==> config.mk <==
export PLATFORM = sky130hd
export DESIGN_NAME = cfg_loader
export DESIGN_NICKNAME = d
export VERILOG_FILES = /design/src/rtl/cfg_loader.sv
export SDC_FILE = /design/constraint.sdc
export NUM_CORES = 1
export LEC_CHECK = 0
export BUFFER_PORTS_ARGS = -buffer_cell sky130_fd_sc_hd__buf_4
export CELL_PAD_IN_SITES_DETAIL_PLACEMENT = 0
export CELL_PAD_IN_SITES_GLOBAL_PLACEMENT = 1
export CORE_MARGIN = 2
export CORE_UTILIZATION = 30
export CTS_BUF_LIST = sky130_fd_sc_hd__clkbuf_8
export DETAILED_ROUTE_END_ITERATION = 8
export GPL_TIMING_DRIVEN = 0
export PLACE_DENSITY_LB_ADDON = 0.3
export SLEW_MARGIN = 5
export SYNTH_ARGS = -nofsm -noshare
export SYNTH_HDL_FRONTEND = slang
export SYNTH_SLANG_ARGS = --single-unit
==> constraint.sdc <==
create_clock -name tck -period 7.03 [get_ports tck]
set_input_delay 1.406 -clock tck [delete_from_list [all_inputs] [get_ports tck]]
set_output_delay 1.406 -clock tck [all_outputs]
set_load 0.005 [all_outputs]
==> src/rtl/cfg_loader.sv <==
// ============================================================================
// Module   : cfg_loader
// Purpose  : Frames TAP config words (sync/header/payload/checksum) into
//            configuration-memory writes and reports done/error.
// Revision : 1.0 - initial release
// ============================================================================
`default_nettype none

module cfg_loader #(
    parameter int          ADDR_WIDTH = 8,
    parameter logic [31:0] SYNC_WORD  = 32'hA5C3_0F01
) (
    input  logic                  tck,
    input  logic                  rst,
    input  logic                  active,
    input  logic [31:0]           config_data,
    input  logic                  config_strobe,
    output logic [ADDR_WIDTH-1:0] cfg_addr,
    output logic [31:0]           cfg_wdata,
    output logic                  cfg_we,
    output logic                  busy,
    output logic                  cfg_done,
    output logic                  cfg_error
);

    localparam logic [16:0] MEM_DEPTH = 17'd1 << ADDR_WIDTH;

    typedef enum logic [2:0] {
        S_IDLE   = 3'd0,
        S_SYNC   = 3'd1,
        S_HEADER = 3'd2,
        S_DATA   = 3'd3,
        S_CHECK  = 3'd4,
        S_DONE   = 3'd5,
        S_ERROR  = 3'd6
    } state_t;

    state_t                state_q, state_d;
    logic [ADDR_WIDTH-1:0] addr_cnt_q, addr_cnt_d;
    logic [16:0]           remaining_q, remaining_d;
    logic [31:0]           csum_q, csum_d;
    logic [ADDR_WIDTH-1:0] cfg_addr_q, cfg_addr_d;
    logic [31:0]           cfg_wdata_q, cfg_wdata_d;
    logic                  cfg_we_q, cfg_we_d;
    logic                  busy_q, busy_d;
    logic                  done_q, done_d;
    logic                  error_q, error_d;

    logic [15:0] hdr_n;
    logic [15:0] hdr_start;
    logic [16:0] hdr_end;
    logic        hdr_bad;

    assign hdr_n     = config_data[15:0];
    assign hdr_start = config_data[31:16];
    assign hdr_end   = {1'b0, hdr_start} + {1'b0, hdr_n};
    // Bounding start+N here is what lets the address counter run without wrap checks.
    assign hdr_bad   = (hdr_n == 16'd0) ||
                       ((hdr_start >> ADDR_WIDTH) != 16'd0) ||
                       (hdr_end > MEM_DEPTH);

    always_comb begin
        state_d     = state_q;
        addr_cnt_d  = addr_cnt_q;
        remaining_d = remaining_q;
        csum_d      = csum_q;
        cfg_addr_d  = cfg_addr_q;
        cfg_wdata_d = cfg_wdata_q;
        cfg_we_d    = 1'b0;
        done_d      = done_q;
        error_d     = error_q;

        case (state_q)
            S_IDLE: begin
                if (active) begin
                    state_d = S_SYNC;
                    done_d  = 1'b0;
                    error_d = 1'b0;
                end
            end
            S_SYNC: begin
                if (!active) begin
                    state_d = S_IDLE;
                end else if (config_strobe && (config_data == SYNC_WORD)) begin
                    state_d = S_HEADER;
                end
            end
            S_HEADER: begin
                if (!active) begin
                    state_d = S_ERROR;
                    error_d = 1'b1;
                end else if (config_strobe) begin
                    if (hdr_bad) begin
                        state_d = S_ERROR;
                        error_d = 1'b1;
                    end else begin
                        state_d     = S_DATA;
                        addr_cnt_d  = hdr_start[ADDR_WIDTH-1:0];
                        remaining_d = {1'b0, hdr_n};
                        csum_d      = config_data;
                    end
                end
            end
            S_DATA: begin
                if (!active) begin
                    state_d = S_ERROR;
                    error_d = 1'b1;
                end else if (config_strobe) begin
                    cfg_we_d    = 1'b1;
                    cfg_addr_d  = addr_cnt_q;
                    cfg_wdata_d = config_data;
                    csum_d      = csum_q ^ config_data;
                    addr_cnt_d  = addr_cnt_q + 1'b1;
                    remaining_d = remaining_q - 17'd1;
                    if (remaining_q == 17'd1) begin
                        state_d = S_CHECK;
                    end
                end
            end
            S_CHECK: begin
                if (!active) begin
                    state_d = S_ERROR;
                    error_d = 1'b1;
                end else if (config_strobe) begin
                    if (config_data == csum_q) begin
                        state_d = S_DONE;
                        done_d  = 1'b1;
                    end else begin
                        state_d = S_ERROR;
                        error_d = 1'b1;
                    end
                end
            end
            S_DONE, S_ERROR: begin
                if (!active) begin
                    state_d = S_IDLE;
                end
            end
            default: begin
                state_d = S_IDLE;
            end
        endcase

        busy_d = (state_d == S_SYNC) || (state_d == S_HEADER) ||
                 (state_d == S_DATA) || (state_d == S_CHECK);
    end

    always_ff @(posedge tck or posedge rst) begin
        if (rst) begin
            state_q     <= S_IDLE;
            addr_cnt_q  <= '0;
            remaining_q <= '0;
            csum_q      <= '0;
            cfg_addr_q  <= '0;
            cfg_wdata_q <= '0;
            cfg_we_q    <= 1'b0;
            busy_q      <= 1'b0;
            done_q      <= 1'b0;
            error_q     <= 1'b0;
        end else begin
            state_q     <= state_d;
            addr_cnt_q  <= addr_cnt_d;
            remaining_q <= remaining_d;
            csum_q      <= csum_d;
            cfg_addr_q  <= cfg_addr_d;
            cfg_wdata_q <= cfg_wdata_d;
            cfg_we_q    <= cfg_we_d;
            busy_q      <= busy_d;
            done_q      <= done_d;
            error_q     <= error_d;
        end
    end

    assign cfg_addr  = cfg_addr_q;
    assign cfg_wdata = cfg_wdata_q;
    assign cfg_we    = cfg_we_q;
    assign busy      = busy_q;
    assign cfg_done  = done_q;
    assign cfg_error = error_q;

endmodule

`default_nettype wire

; ---- Word-level counts from Yosys, hierarchy flattened
; Index checks and enable logic that the tools add are counted.
[classes]
add_sub_neg = 3
order_cmp = 1
eq_ne = 27
muxes = 48
n_bitwise = 1
reduce_logical = 17
[ops]
columns = op, count
row1 = 32-bit 2-to-1 mux, 5
row2 = 17-bit 2-to-1 mux, 5
row3 = 32-bit case mux with 2 select lines, 1
row4 = 8-bit 2-to-1 mux, 5
row5 = 3-bit 2-to-1 mux, 12
row6 = 17-bit case mux with 2 select lines, 1
row7 = 32-bit == test, 1
row8 = "32-bit == test, second input constant", 1
row9 = 32-bit XOR, 1
row10 = "2-bit != test, second input constant", 10
row11 = 3-bit case mux with 6 select lines, 1
row12 = 16-bit by 16-bit adder with 17-bit output, 1
row13 = "17-bit by 1-bit == test with 1-bit output, second input constant", 1
row14 = "17-bit by 9-bit > comparator with 1-bit output, second input constant", 1
row15 = "17-bit by 1-bit subtractor with 17-bit output, second input constant", 1
row16 = 16-bit logical NOT, 1
row17 = 8-bit case mux with 2 select lines, 1
row18 = 16-bit nonzero test, 1
row19 = 1-bit 2-to-1 mux, 14
row20 = "3-bit by 2-bit == test with 1-bit output, second input constant", 4
row21 = "3-bit == test, second input constant", 4
row22 = "3-bit != test, second input constant", 4
row23 = "8-bit by 1-bit adder with 8-bit output, second input constant", 1
row24 = 7-bit AND reduction, 1
row25 = 13 further kinds, 19
[word_totals]
regBits = 104
input_bits = 36
elab_cells = 107

; ---- Logic depth before layout (Yosys ltp)
; Gate-level depths: netlist of run 1.
[logic_depth]
ltp_word = 11
depth_mapped = 13

; ---- Least setup slack after synthesis of run 1
; OpenSTA, ideal clock, no wires.
[synth_timing]
path_kind = input -> register
from = in config_data[0]
to = reg csum_q[0]
setup_time_ns = 0.125
arrival_time_ns = 4.053
required_time_ns = 6.905
setup_slack_ns = 2.852
path_stages = 12
path_cell_list = ha_1 -> fa_1 -> a21o_1 -> a311o_1 -> a21oi_1 -> nand3b_1 -> a2111oi_0 -> and3_1 -> nand4_2 -> buf_2 -> nand3b_1 -> nand3_1
[synth_between]
elab_chain_len = 5
elab_cells_between_ends = 14
classes_between = add/sub (1) / order compare (1) / eq/ne (1) / mux (6) / bitwise (1) / reduce/logical (4)
[synth_rtl]
columns = item, line_no
row1 = start: declaration, 16  ; input logic [31:0] config_data,
row2 = 16-bit by 16-bit adder with 17-bit output / 16-bit logical NOT (equally long branches), "56, 58"
row3 = 17-bit by 9-bit > comparator with 1-bit output / 1-bit logical OR (equally long branches), "60, 58"
row4 = 1-bit logical OR, 59  ; ((hdr_start >> ADDR_WIDTH) != 16'd0) ||
row5 = 2-bit != test (no line), n/a
row6 = 6-bit AND reduction (no line), n/a
row7 = end signal: assignment, 164  ; csum_q <= csum_d;
row8 = end: declaration, 41  ; logic [31:0] csum_q, csum_d;
; Parallel ways exist; a longest one is shown, timed or not. The select of a mux whose other input is x is not followed.
; A chain may end at the register's enable or synchronous reset.

; ---- Final worst setup path of run 1
[layout_timing]
from = in config_data[0]
to = reg csum_q[27]
[layout_between]
elab_chain_len = 5
elab_cells_between_ends = 7
classes_between = add/sub (1) / order compare (1) / eq/ne (1) / reduce/logical (4)
[layout_rtl]
columns = item, line_no
row1 = 16-bit by 16-bit adder with 17-bit output / 16-bit logical NOT (equally long branches), "56, 58"
row2 = 17-bit by 9-bit > comparator with 1-bit output / 1-bit logical OR (equally long branches), "60, 58"
row3 = 1-bit logical OR *, 59
row4 = 2-bit != test (no line) *, n/a
row5 = 6-bit AND reduction (no line) *, n/a
; Every way passes the cells marked *; elsewhere a longest branch is shown, timed or not.

==> results of run 1 <==
==> cell families after synthesis <==
kind of cell             after synthesis
buffers and inverters                 60
AO/OA/AOI/OAI                        180
multiplexers                           1
XOR/XNOR                              42
flip-flops                           104
AND/OR/NAND/NOR                      372
adder cells (fa/ha/maj)               21
==> power groups by stage <==
stage / registers [mW] / clock network (mW) / logic, mW
2_1_floorplan: 1.06 / 0 / 0.593
3_3_place_gp: 1.10 / 0 / 0.962
3_5_place_dp: 1.11 / 0 / 0.970
4_1_cts: 1.10 / 0.412 / 0.971
5_1_grt: 1.14 / 0.440 / 1.09
6_report: 1.10 / 0.400 / 0.966
==> flip-flops by register name (all words and copies together) (netlist names) <==
name / cells
addr_cnt_q: 8
busy: 1
cfg_addr: 8
cfg_done: 1
cfg_error: 1
cfg_wdata: 32
cfg_we: 1
csum_q: 32
remaining_q: 17
state_q: 3
==> cell type report <==
cell class	count	area [um^2]	share of cell area, %
timing repair buffer	80	621	8.16
sequential	104	2600	34.2
clock buffer	9	124	1.63
tap	275	344	4.52
inverter	15	61.3	0.806
clock inverter	7	72.6	0.954
multi-input combinational	616	3580	47.1
buffer	45	199	2.61
==> layout by cell type, fill, tap and decap left out, types with 13 or more instances in the layout <==
| cell | count |
|---|---|
| buf_4 | 83 |
| nor2_1 | 39 |
| o21ai_1 | 14 |
| nor3_1 | 16 |
| o21ai_0 | 54 |
| inv_1 | 13 |
| nand3b_1 | 31 |
| ha_1 | 19 |
| a21oi_1 | 47 |
| dfrtp_1 | 104 |
| xor2_1 | 37 |
| clkbuf_1 | 30 |
| nand2_1 | 154 |
| nor4_1 | 19 |
| nand3_1 | 65 |
==> final timing paths <==
path | start | endpoint | slack, ns
hold / removal | cfg_wdata[27] | cfg_wdata[27] | 0.48
min in group asynchronous | rst | cfg_wdata[13] | 0.99
hold reg to reg | cfg_wdata[27] | cfg_wdata[27] | 0.48
max in group asynchronous | rst | csum_q[4] | 5.36
setup / recovery | config_data[0] | csum_q[27] | 2.29
setup reg to reg | state_q[0] | busy | 4.33
==> per-layer routing <==
layer  up-vias  part of all wire, %  track usage [%]
li1       2946                    -                -
met1      2981                   48             29.6
met5         -                    0                0
met4         0                  2.2             6.93
met3        30                  6.0             3.12
met2       196                   44             30.4
==> stage by stage <==
step	worst slack, ns	hold slack, ns	power [mW]
2_1_floorplan	2.85	0.446	1.66
3_3_place_gp	1.23	0.462	2.07
5_1_grt	1.96	0.499	2.67
6_report	2.29	0.484	2.47
4_1_cts	2.28	0.492	2.48
3_5_place_dp	1.89	0.464	2.08
==> worst register-to-register path: cells and delay by family, from the launching register on <==
| kind | cells | cell delay [ns] |
|---|---|---|
| buffers and inverters | 1 | 0.16 |
| and+or+nand+nor | 4 | 1.47 |
| xor gates and xnor gates | 1 | 0.13 |
| DFF | 1 | 0.49 |
| AOI/OAI and AO/OA | 2 | 0.40 |
==> impl_metrics.csv, run 1 <==
group,metric,value,unit
critical_path,cpPeakStageDelay,0.67,ns
sta,rsz0062_at_grt,"no",
clocking,clk_latency,0.41,ns
drt,postRouteAntennaNets,0,
synthesis,ys.flop_type,"dfrtp_1",
critical_path,path_class,"in -> reg",
synthesis,synth-simple-area-share,28.3,%
drt,wire_per_inst,19.3,um
clocking,clk_path_buf_depth,2,
global_route,grt_pass1_wl,34600,um
synthesis,post_synth_fa_ha_maj_area_fraction,4.16,%
synthesis,ys_types,65,
synthesis,syn-cell-area,0.00644,mm^2
clocking,cts_setup_buffers,0,
sta,max_freq,211,MHz
sta,hold_viol_final,0,
die,die_y,151,um
critical_path,crit_chain,"buf_4, ha_1, fa_1, a21o_1, a311o_1, a21oi_1, nand3b_1, a2111oi_0, and4_1, a21oi_2, clkbuf_1, o21ai_0",
clocking,cts_inserted_buffers,9,
synthesis,synth.most_common_cell,"nand2_1",
critical_path,critical-path-slowest-cell,"a2111oi_0",
die,core,0.0210,mm^2
global_route,grt_max_degree,59,
placement,port_buffers,79,
power_and_ir_drop,pwr-share-seq,44.6,%
synthesis,yosysTopAreaCellShare,40.4,%
finish,n_antenna_cell,0,
clocking,cts_sinks,104,
drt,vias,6153,
synthesis,synthTopCellsByArea,"dfrtp_1, nand2_1, nand3_1",
global_route,grt_pass1_vias,5782,
drt,wirelength,22200,um
power_and_ir_drop,ir_drop,0.120,mV
placement,gp_congestion,0.864,
global_route,antenna_found_initial,0,
placement,placed_cell_area,0.00741,mm^2
critical_path,path_depth,12,
power_and_ir_drop,combPwrFrac,39.1,%
finish,drive_above_1_share,14.8,%
clocking,clk_pin_slew,0.10,ns
synthesis,yosysTopAreaCell,"dfrtp_1",
critical_path,crit_buf_inv,2,
finish,stdcell_count,1151,
finish,fillerInstances,2255,
global_route,grt_usage,20.3,%
sta,slew_headroom,49.0,%
synthesis,async_flop_share,100,%
die,placementRows,53,
critical_path,cp.arrival,5.05,ns
sta,skew,0.0174,ns
power_and_ir_drop,p_int,1.47,mW
critical_path,reg2reg_depth,8,
power_and_ir_drop,power_density,324,mW/mm^2
critical_path,cp_max_fo,10,
synthesis,synth_seq_cells,104,
power_and_ir_drop,p_leak,3.51,nW
sta,tightestPinTransition,0.758,ns
synthesis,synth-edff-count,0,
critical_path,setup.worst_path.end_class,"flop",
critical_path,critPathLaunchType,"input port",
die,die_x,151,um
hold_path,min_path_type,"reg -> reg",
placement,dp_hpwl,16000,um
run,drv_cap,0,
sta,finalCritPeriodShare,67.4,%
synthesis,syn_inst,780,
critical_path,cp.required,7.34,ns
drt,drc_errors,0,
clocking,ctsResizeCount,0,
placement,dpl.cell_count,1135,
sta,fin_tns_setup,0,ns
power_and_ir_drop,p_clk_share,16.2,%
power_and_ir_drop,p_switching,997,uW
hold_path,hold_depth,2,
power_and_ir_drop,switching_share,40.4,%
finish,fin_util,36.2,%
finish,nets,927,
global_route,grt-ovfl-total,0,
clocking,cts_tree,"done",
synthesis,synth_warnings,0,
synthesis,synthXorXnorAreaFrac,5.71,%
clocking,cts-root-buf,"clkbuf_8",
synthesis,seq_area_frac_synth,40.4,%
drt,dr.pass1.iters,5,
die,start_util,30.6,%
sta,drv_slew,0,
clocking,htree_num_levels,3,
finish,fin_area,0.00761,mm^2
synthesis,synth.avg_cell_area,8.26,um^2
synthesis,muxShareOfSynthArea,0.175,%
synthesis,synth_nets,836,
drt,via_per_inst,5.35,
sta,setup_violations,0,
die,dieArea,0.0227,mm^2
run_status,status,"complete, no violations",
synthesis,synth_commonest_cells,"nand2_1, dfrtp_1, nand3_1",
clocking,cts_hold_buf,0,
critical_path,cp_top_family,"compound AO/OA/AOI/OAI gates",
drt,dr.first_iter.drc_count,478,
synthesis,synth_top_family_by_area,"simple AND/OR/NAND/NOR gates",
finish,area_growth,18.1,%
synthesis,synth-compound-area-share,17.3,%
die,io-pin-count,80,
sta,period_minus_slack,4.74,ns
No activity file was read; power rests on OpenSTA's default activity.
==> run 2, diff against run 1 <==
ABC_AREA = 1   (was default)
clock period = 3.9 ns   (was 7.03 ns; I/O delays follow)
==> impl_metrics.csv, run 2 <==
group,metric,value,unit
drt,wirelength,21700,um
finish,layout_common_cells,"nand2_1, dfrtp_1, inv_1",
clocking,clk_path_buf_depth,2,
drt,vias,6337,
synthesis,yosysTopAreaCellShare,38.8,%
clocking,clk_pin_slew,0.12,ns
power_and_ir_drop,p_clk_share,15.5,%
power_and_ir_drop,combPwrFrac,42.7,%
die,placementRows,54,
power_and_ir_drop,p_switching,1.88,mW
sta,max_freq,306,MHz
clocking,cts_setup_buffers,0,
global_route,grt-ovfl-total,0,
critical_path,reg2reg_to,"csum_q[6]",
critical_path,r2r-start,"state_q[2]",
synthesis,synth_warnings,0,
drt,postRouteAntennaNets,0,
synthesis,syn-cell-area,0.00671,mm^2
critical_path,critPathMostFrequentCell,"nand2_1",
placement,pre_cts_ws,0.216,ns
power_and_ir_drop,p_int,2.63,mW
clocking,cts_hold_buf,0,
sta,drv_slew,0,
synthesis,ys.flop_type,"dfrtp_1",
clocking,ctsResizeCount,0,
synthesis,synth.avg_cell_area,6.89,um^2
critical_path,setup.worst_path.end_class,"flop",
global_route,grt_max_degree,87,
finish,drive_above_1_share,10.8,%
critical_path,critical-path-slowest-cell,"fa_1",
hold_path,min_path_type,"in -> async",
global_route,grt_pass1_vias,6111,
synthesis,synth_seq_cells,104,
power_and_ir_drop,pwr-share-seq,41.8,%
die,io-pin-count,80,
drt,wire_per_inst,16.1,um
finish,layout_commonest_cell,"nand2_1",
die,core,0.0219,mm^2
critical_path,endpoint,"csum_q[1]",
critical_path,path_class,"in -> reg",
critical_path,reg2reg_depth,9,
synthesis,syn_inst,974,
clocking,cts_tree,"done",
global_route,grt_pass1_wl,34300,um
drt,drc_errors,0,
clocking,cts_sinks,104,
synthesis,synth_commonest_cells,"nand2_1, dfrtp_1, inv_1",
finish,area_growth,17.2,%
run_status,status,"complete, no violations",
drt,dr.first_iter.drc_count,401,
finish,nets,1120,
critical_path,r2r_slack,0.97,ns
finish,n_antenna_cell,0,
synthesis,ys_types,37,
sta,finalCritPeriodShare,83.8,%
power_and_ir_drop,power_density,573,mW/mm^2
critical_path,cp_max_fo,10,
finish,fin_area,0.00787,mm^2
critical_path,crit_chain,"buf_4, ha_1, fa_1, or2_2, nor2_1, nand2_1, nor2_1, nand2_1, nor2_1, a21oi_1, nor2_1, nand2_1, nand2_1, nand2_4, clkbuf_1, o21ai_0, nand2_1",
clocking,cts_inserted_buffers,9,
sta,timing.final.ws_setup,0.631,ns
run,drv_cap,0,
placement,placed_cell_area,0.00768,mm^2
global_route,grt_usage,18.5,%
power_and_ir_drop,ir_drop,0.176,mV
die,start_util,30.7,%
synthesis,synthTopCellsByArea,"dfrtp_1, nand2_1, o21ai_0",
critical_path,cpPeakStageDelay,0.43,ns
sta,slew_headroom,40.7,%
synthesis,yosysTopAreaCell,"dfrtp_1",
global_route,antenna_found_initial,0,
sta,rsz0062_at_grt,"no",
sta,period_minus_slack,3.27,ns
drt,via_per_inst,4.70,
clocking,cts-root-buf,"clkbuf_8",
power_and_ir_drop,p_leak,4.11,nW
sta,tightestPinTransition,0.887,ns
synthesis,seq_area_frac_synth,38.8,%
die,dieArea,0.0236,mm^2
critical_path,critPathLaunchType,"input port",
sta,hold_viol_final,0,
clocking,htree_num_levels,3,
synthesis,synth_nets,1030,
placement,dp_hpwl,16600,um
sta,skew,0.0189,ns
synthesis,async_flop_share,100,%
critical_path,cp.arrival,3.56,ns
synthesis,synth.most_common_cell,"nand2_1",
clocking,clk_latency,0.40,ns
die,die_y,154,um
die,die_x,154,um
synthesis,synth-edff-count,0,
drt,dr.pass1.iters,4,
placement,gp_congestion,0.849,
critical_path,cp.required,4.19,ns
power_and_ir_drop,switching_share,41.7,%
sta,setup_violations,0,
critical_path,critPathLaunch,"config_data[0]",
placement,port_buffers,78,
run 2: final cells by class:
class,instances,area (um^2)
Buffer,28,155
Clock buffer,9,124
Inverter,106,403
Fill cell,2396,14000
Sequential cell,104,2600
Multi-Input combinational cell,736,3560
Tap cell,280,350
Timing Repair Buffer,79,613
Clock inverter,7,65.1
run 2: kinds of logic (layout without fill, tap and decap cells):
logic type	count (synthesis)	count (layout)	synth area share (%)
DFF	104	104	38.8
adders and majority gates	20	20	3.84
buffers and inverters	134	229	8.24
xor gates and xnor gates	50	50	6.52
AOI/OAI and AO/OA	133	133	10.2
and+or+nand+nor	533	533	32.4
run 2: power groups by stage:
stage	Combinational, mW	Sequential, mW	Clock (mW)
finish	1.93	1.88	0.699
global route	2.21	1.95	0.766
CTS	1.94	1.88	0.724
detailed placement	1.94	1.90	0
global placement	1.92	1.90	0
floorplan	1.22	1.85	0
run 2: per-stage QoR:
stage | utilization (%) | power (mW) | setup TNS (ns) | std cells | hold WS [ns]
detailed placement | 35.1 | 3.84 | 0 | 1333 | 0.460
CTS | 36.0 | 4.55 | 0 | 1349 | 0.289
finish | 36.0 | 4.51 | 0 | 1349 | 0.300
global placement | 34.9 | 3.81 | -128.33 | 1332 | 0.454
floorplan | - | 3.08 | 0 | 974 | 0.464
global route | 36.0 | 4.92 | 0 | 1349 | 0.283
run 2: worst min-delay path by stage:
| stage | start | end | slack, ns |
|---|---|---|---|
| floorplan | cfg_error | cfg_error | 0.46 |
| global route | rst | cfg_wdata[22] | 0.28 |
| detailed placement | cfg_wdata[16] | cfg_wdata[16] | 0.46 |
| CTS | rst | cfg_wdata[24] | 0.29 |
| global placement | cfg_wdata[19] | cfg_wdata[19] | 0.45 |
| finish | rst | cfg_wdata[24] | 0.30 |
run 2: routing by layer:
| metal | share of wire [%] | GRT usage [%] | vias up |
|---|---|---|---|
| met3 | 4.5 | 2.99 | 25 |
| met1 | 49 | 27.2 | 2914 |
| li1 | - | - | 3261 |
| met4 | 2.0 | 5.50 | 0 |
| met5 | 0 | 0 | - |
| met2 | 44 | 27.9 | 137 |
run 2: worst max-delay path: cells and delay by family:
family	cells	cell delay, ns
AND/OR/NAND/NOR	11	1.35
adder cells (fa/ha/maj)	2	0.69
AO/OA/AOI/OAI	2	0.32
buffers and inverters	2	0.43
